$ cat src/rtl/digest_seq_pkg.sv
// Shared types and constants for the digest word sequencer.
// Word 0 is H0, which sits in the top 32 bits of the 160-bit digest.
package digest_seq_pkg;

    typedef enum logic {
        IDLE = 1'b0,
        SHOW = 1'b1
    } state_e;

    localparam int NUM_WORDS = 5;
    localparam int WORD_W    = 32;
    localparam int SEL_W     = 3;
    localparam int IDX_W     = 3;
    localparam int DIGEST_W  = NUM_WORDS * WORD_W;

    function automatic logic [WORD_W-1:0] digest_word(
        input logic [DIGEST_W-1:0] digest,
        input logic [IDX_W-1:0]    idx
    );
        logic [WORD_W-1:0] word;
        word = '0;
        case (idx)
            3'd0:    word = digest[159:128];
            3'd1:    word = digest[127:96];
            3'd2:    word = digest[95:64];
            3'd3:    word = digest[63:32];
            3'd4:    word = digest[31:0];
            default: word = '0;
        endcase
        return word;
    endfunction

endpackage

$ cat src/rtl/tick_gen.sv
// Terminal-count counter: counts enabled cycles and emits a one-cycle tick
// on the cycle where the count sits at CYCLES-1, then rolls over to 0.
module tick_gen #(
    parameter int CYCLES = 2
) (
    input  logic i_clk,
    input  logic i_rst,
    input  logic i_en,
    input  logic i_clr,
    output logic o_tick
);

    localparam int CW = $clog2(CYCLES);
    localparam logic [CW-1:0] LAST = CW'(CYCLES - 1);

    logic [CW-1:0] cnt_q;
    logic [CW-1:0] cnt_d;

    // The tick must not depend on i_clr: the parent derives its clear from it.
    assign o_tick = i_en && (cnt_q == LAST);

    always_comb begin
        cnt_d = cnt_q;
        if (i_clr) begin
            cnt_d = '0;
        end else if (i_en) begin
            cnt_d = o_tick ? '0 : cnt_q + 1'b1;
        end
    end

    always_ff @(posedge i_clk or posedge i_rst) begin
        if (i_rst) begin
            cnt_q <= '0;
        end else begin
            cnt_q <= cnt_d;
        end
    end

endmodule

$ cat src/rtl/digest_word_sequencer.sv
// Captures a SHA-1 digest and presents its five words one at a time,
// stepping manually or on a dwell timer, while sweeping a 3-bit scan select.
module digest_word_sequencer
    import digest_seq_pkg::*;
#(
    parameter int DWELL_CYCLES = 100000000,
    parameter int SCAN_CYCLES  = 100000
) (
    input  logic                i_clk,
    input  logic                i_rst,
    input  logic                i_digest_valid,
    output logic                o_digest_ready,
    input  logic [DIGEST_W-1:0] i_digest,
    input  logic                i_step,
    input  logic                i_auto,
    output logic [WORD_W-1:0]   o_word,
    output logic [SEL_W-1:0]    o_select,
    output logic [IDX_W-1:0]    o_word_idx,
    output logic                o_busy,
    output logic                o_wrap
);

    state_e                state_q,  state_d;
    logic [DIGEST_W-1:0]   digest_q, digest_d;
    logic [IDX_W-1:0]      idx_q,    idx_d;
    logic [WORD_W-1:0]     word_q,   word_d;
    logic [SEL_W-1:0]      select_q, select_d;
    logic                  wrap_q,   wrap_d;
    logic                  busy_q,   busy_d;
    logic                  ready_q,  ready_d;

    logic show;
    logic capture;
    logic advance;
    logic dwell_tick;
    logic scan_tick;

    assign show    = (state_q == SHOW);
    assign capture = i_digest_valid && ready_q;
    // A capture wins over any simultaneous step or dwell tick.
    assign advance = show && (i_step || dwell_tick) && !capture;

    tick_gen #(.CYCLES(DWELL_CYCLES)) u_dwell (
        .i_clk  (i_clk),
        .i_rst  (i_rst),
        .i_en   (show && i_auto),
        .i_clr  (capture || advance || !i_auto),
        .o_tick (dwell_tick)
    );

    tick_gen #(.CYCLES(SCAN_CYCLES)) u_scan (
        .i_clk  (i_clk),
        .i_rst  (i_rst),
        .i_en   (show),
        .i_clr  (capture),
        .o_tick (scan_tick)
    );

    always_comb begin
        state_d  = state_q;
        digest_d = digest_q;
        idx_d    = idx_q;
        select_d = select_q;
        wrap_d   = 1'b0;
        ready_d  = 1'b1;

        if (capture) begin
            state_d  = SHOW;
            digest_d = i_digest;
            idx_d    = '0;
            select_d = '0;
        end else begin
            if (advance) begin
                wrap_d = (idx_q == IDX_W'(NUM_WORDS - 1));
                idx_d  = wrap_d ? '0 : idx_q + 1'b1;
            end
            if (scan_tick) begin
                select_d = select_q + 1'b1;
            end
        end

        // Word is looked up from next-state values so it is valid right after capture.
        busy_d = (state_d == SHOW);
        word_d = busy_d ? digest_word(digest_d, idx_d) : '0;
    end

    always_ff @(posedge i_clk or posedge i_rst) begin
        if (i_rst) begin
            state_q  <= IDLE;
            digest_q <= '0;
            idx_q    <= '0;
            word_q   <= '0;
            select_q <= '0;
            wrap_q   <= 1'b0;
            busy_q   <= 1'b0;
            ready_q  <= 1'b0;
        end else begin
            state_q  <= state_d;
            digest_q <= digest_d;
            idx_q    <= idx_d;
            word_q   <= word_d;
            select_q <= select_d;
            wrap_q   <= wrap_d;
            busy_q   <= busy_d;
            ready_q  <= ready_d;
        end
    end

    assign o_digest_ready = ready_q;
    assign o_word         = word_q;
    assign o_select       = select_q;
    assign o_word_idx     = idx_q;
    assign o_busy         = busy_q;
    assign o_wrap         = wrap_q;

endmodule

$ cat config.mk
export PLATFORM = sky130hd
export DESIGN_NAME = digest_word_sequencer
export DESIGN_NICKNAME = d
export VERILOG_FILES = /design/src/rtl/digest_seq_pkg.sv /design/src/rtl/tick_gen.sv /design/src/rtl/digest_word_sequencer.sv
export SDC_FILE = /design/constraint.sdc
export NUM_CORES = 1
export LEC_CHECK = 0
export BUFFER_PORTS_ARGS = -buffer_cell sky130_fd_sc_hd__buf_2
export CORE_UTILIZATION = 58
export CTS_BUF_LIST = sky130_fd_sc_hd__clkbuf_4
export CTS_CLUSTER_SIZE = 10
export DETAILED_ROUTE_END_ITERATION = 10
export GPL_ROUTABILITY_DRIVEN = 0
export PLACE_DENSITY = 0.94
export RECOVER_POWER = 50
export SLEW_MARGIN = 0
export SYNTH_ARGS = -nofsm -noshare
export SYNTH_HDL_FRONTEND = slang
export SYNTH_SLANG_ARGS = --single-unit
$ cat constraint.sdc
create_clock -name i_clk -period 10.85 [get_ports i_clk]
set_input_delay 1.6275 -clock i_clk [delete_from_list [all_inputs] [get_ports i_clk]]
set_output_delay 1.6275 -clock i_clk [all_outputs]
set_load 0.01 [all_outputs]
==> results.cfg <==
[route]
met1Wirelength_um = 11600
route.met3.wl_um = 2200
first_iter_violations = 854
drc = 0
wl_per_cell_um = 17.0
postRouteAntennaNets = 0
dr.max_layer_used = met4
first_pass_iters = 5
wirelength_um = 28600
dr_wl_met2_um = 13600
avgViaCountPerCell = 5.66
routed-via-count = 9524

[die]
rows = 49
die_height_um = 140
start_util = 0.601
chipWidth_um = 140
die_area_mm2 = 0.0195
core_mm2 = 0.0183
io_pins = 206

[layout]
register_area_mm2 = 0.00613
final_cell_count_no_fill = 1684
final_util = 0.696
layout_commonest_cell = nand2_1
multi_input_area_mm2 = 0.00450
nets = 1591
layout_common_cells = 525 x nand2_1, 245 x dfrtp_1, 204 x buf_2, 81 x clkbuf_4, 56 x nor2_1
drive_gt1_frac = 0.212
fin_area_mm2 = 0.0127
fill_cells = 1312
area_growth_pct = 15.9

[power_and_ir_drop]
vdd_drop_max_mv = 0.0895
powerDensity_mw_per_mm2 = 191
p_leak_nw = 6.71

[clock_network]
clock_latency_ns = 0.68
clock_path_buffers = 3
clock-root-buffer = clkbuf_4
cts_tree = built
hold_buffers = 0
clkSinkCount = 245
cts_buffers = 60
clk_pin_slew_ns = 0.06
cts_setup_buffers = 0
ctsResizeCount = 0
h-tree-depth = 2

[sta]
final-max-slew-violation-count = 247
tightest_slew_ns = 4.12
finalSetupTns_ns = 0
clock_skew_ns = 0.0346
fin_crit_ns = 6.26
rsz0062_at_grt = false
fmax_mhz = 160
setup_viol = 0
finalHoldViolCount = 0
relSlewSlack = -1.74
finalCritPeriodShare = 0.577

[global_route]
overflow = 0
grt_max_degree = 109
antenna_found_initial = 1
grt_pass1_vias = 9339
grt_pass1_wl_um = 45500
track_usage = 0.296

[worst_setup_path]
worst_path_largest_cell_delay_ns = 2.91
crit_family = buffers and inverters
crit_buf_inv = 3
arrival_ns = 6.86
critical_path.cell_chain = clkbuf_1 > and2_0 > clkbuf_1 > buf_4 > nand2_1 > nand2_1 > mux2i_1 > o32a_1 > a31oi_1
endpoint = o_word[31]$_DFF_PP0_
timing.rr.end = o_word[31]$_DFF_PP0_
crit_cells = 9
r2r_cells = 8
ff2ff_setup_slack_ns = 5.29
worstPathRequired_ns = 11.45
path_class = primary input to flip-flop
crit_path_end_kind = flip-flop
startpoint_type = primary input
crit_slowest_cell = clkbuf_1
cp-startpoint = i_digest_valid
worstReg2RegStart = o_digest_ready$_DFF_PP0_
cp_max_fo = 100

[place]
place_area_mm2 = 0.0121
place_inst = 1588
dp_hpwl_um = 19400
io_buffers = 205

[yosys]
synth_cells = 1217
synth-main-ff-cell = dfrtp_1
ys_seq_area_frac = 0.559
avgSynthCellArea_um2 = 9.02
ys_seq_elements = 245
syn_nets = 1387
synth_edf_count = 0
synthArstFlopShare = 1.00
netlist_area_mm2 = 0.0110
yosysWarnings = 0
ys_types = 57

[job]
maxCapViolCount = 3

[outcome]
outcome = finished, violations left
violations = capacitance limit, slew limit

[worst_hold_path]
hp-class = flip-flop to flip-flop
logic make-up after synthesis:
kind of cell	after synthesis	share of synthesized area
AOI/OAI and AO/OA	114	0.0752
xor gates and xnor gates	38	0.0303
adders and majority gates	5	0.00570
buffers and inverters	82	0.0317
DFF	245	0.559
muxes	37	0.0339
other	1	0.000342
and+or+nand+nor	695	0.264
how the worst min path moves through the flow:
| stage | to | slack, ns | from | cells past startpoint |
|---|---|---|---|---|
| 3_3_place_gp | digest_q[156]$_DFF_PP0_ | 0.45 | digest_q[156]$_DFF_PP0_ | 2 |
| 2_1_floorplan | digest_q[127]$_DFF_PP0_ | 0.43 | digest_q[127]$_DFF_PP0_ | 2 |
| 4_1_cts | digest_q[26]$_DFF_PP0_ | 0.47 | digest_q[26]$_DFF_PP0_ | 2 |
| 5_1_grt | digest_q[51]$_DFF_PP0_ | 0.48 | digest_q[51]$_DFF_PP0_ | 2 |
| 6_report | digest_q[156]$_DFF_PP0_ | 0.46 | digest_q[156]$_DFF_PP0_ | 2 |
| 3_5_place_dp | digest_q[127]$_DFF_PP0_ | 0.45 | digest_q[127]$_DFF_PP0_ | 2 |
stage by stage:
stage	worst slack, ns	total power, mW	hold slack (ns)
3_3_place_gp	6.16	1.70	0.449
4_1_cts	6.76	2.42	0.470
5_1_grt	4.23	2.54	0.484
2_1_floorplan	2.49	1.53	0.426
6_report	4.59	2.42	0.464
3_5_place_dp	6.09	1.73	0.450
final cells by class:
type,count,area share
repair buffers,212,0.0844
flip-flops and latches,245,0.482
clock inverters,14,0.00492
diodes,1,0.000197
multi-input cells,890,0.354
clock buffers,81,0.0478
inverters,12,0.00364
well taps,229,0.0225
routing by layer:
metal | GRT usage | up-vias
met1 | 0.385 | 4523
met2 | 0.478 | 486
met4 | 0.147 | 0
met5 | 0 | -
met3 | 0.0588 | 91
li1 | - | 4424
flip-flops by register name, summed over array words and instances, names as in the netlist:
| signal | flops |
|---|---|
| o_digest_ready | 1 |
| o_select | 3 |
| u_scan.cnt_q | 17 |
| o_wrap | 1 |
| o_word_idx | 3 |
| o_busy | 1 |
| digest_q | 160 |
| o_word | 32 |
| u_dwell.cnt_q | 27 |
power breakdown:
group          switching (mW)  leakage, nW  internal, mW
Combinational           0.385         3.20         0.231
Clock                   0.346        0.398         0.341
Sequential             0.0684         3.11          1.05
cell usage after synthesis (all sizes together), types with 9 or more instances:
| cell | number | share of area |
|---|---|---|
| o21a | 17 | 0.012 |
| nor3 | 12 | 0.0055 |
| nand2b | 14 | 0.0080 |
| xor2 | 26 | 0.021 |
| nand4 | 13 | 0.0074 |
| o21ai | 9 | 0.0041 |
| and3 | 10 | 0.0057 |
| dfrtp | 245 | 0.56 |
| mux2i | 36 | 0.033 |
| o22ai | 17 | 0.0097 |
| nor2 | 56 | 0.019 |
| inv | 12 | 0.0041 |
| xnor2 | 12 | 0.0096 |
| a22oi | 14 | 0.0096 |
| o211ai | 13 | 0.0089 |
| a21oi | 11 | 0.0054 |
| a31oi | 15 | 0.0099 |
| clkbuf | 42 | 0.014 |
| buf | 28 | 0.013 |
| nand2 | 525 | 0.18 |
| nand3 | 38 | 0.017 |
worst min-delay path: stages, from the launching register on:
cell and delay, ns:
dfrtp_1 0.32, nand2_1 0.04, nand2_1 0.07
No activity file was read; power rests on OpenSTA's default activity.
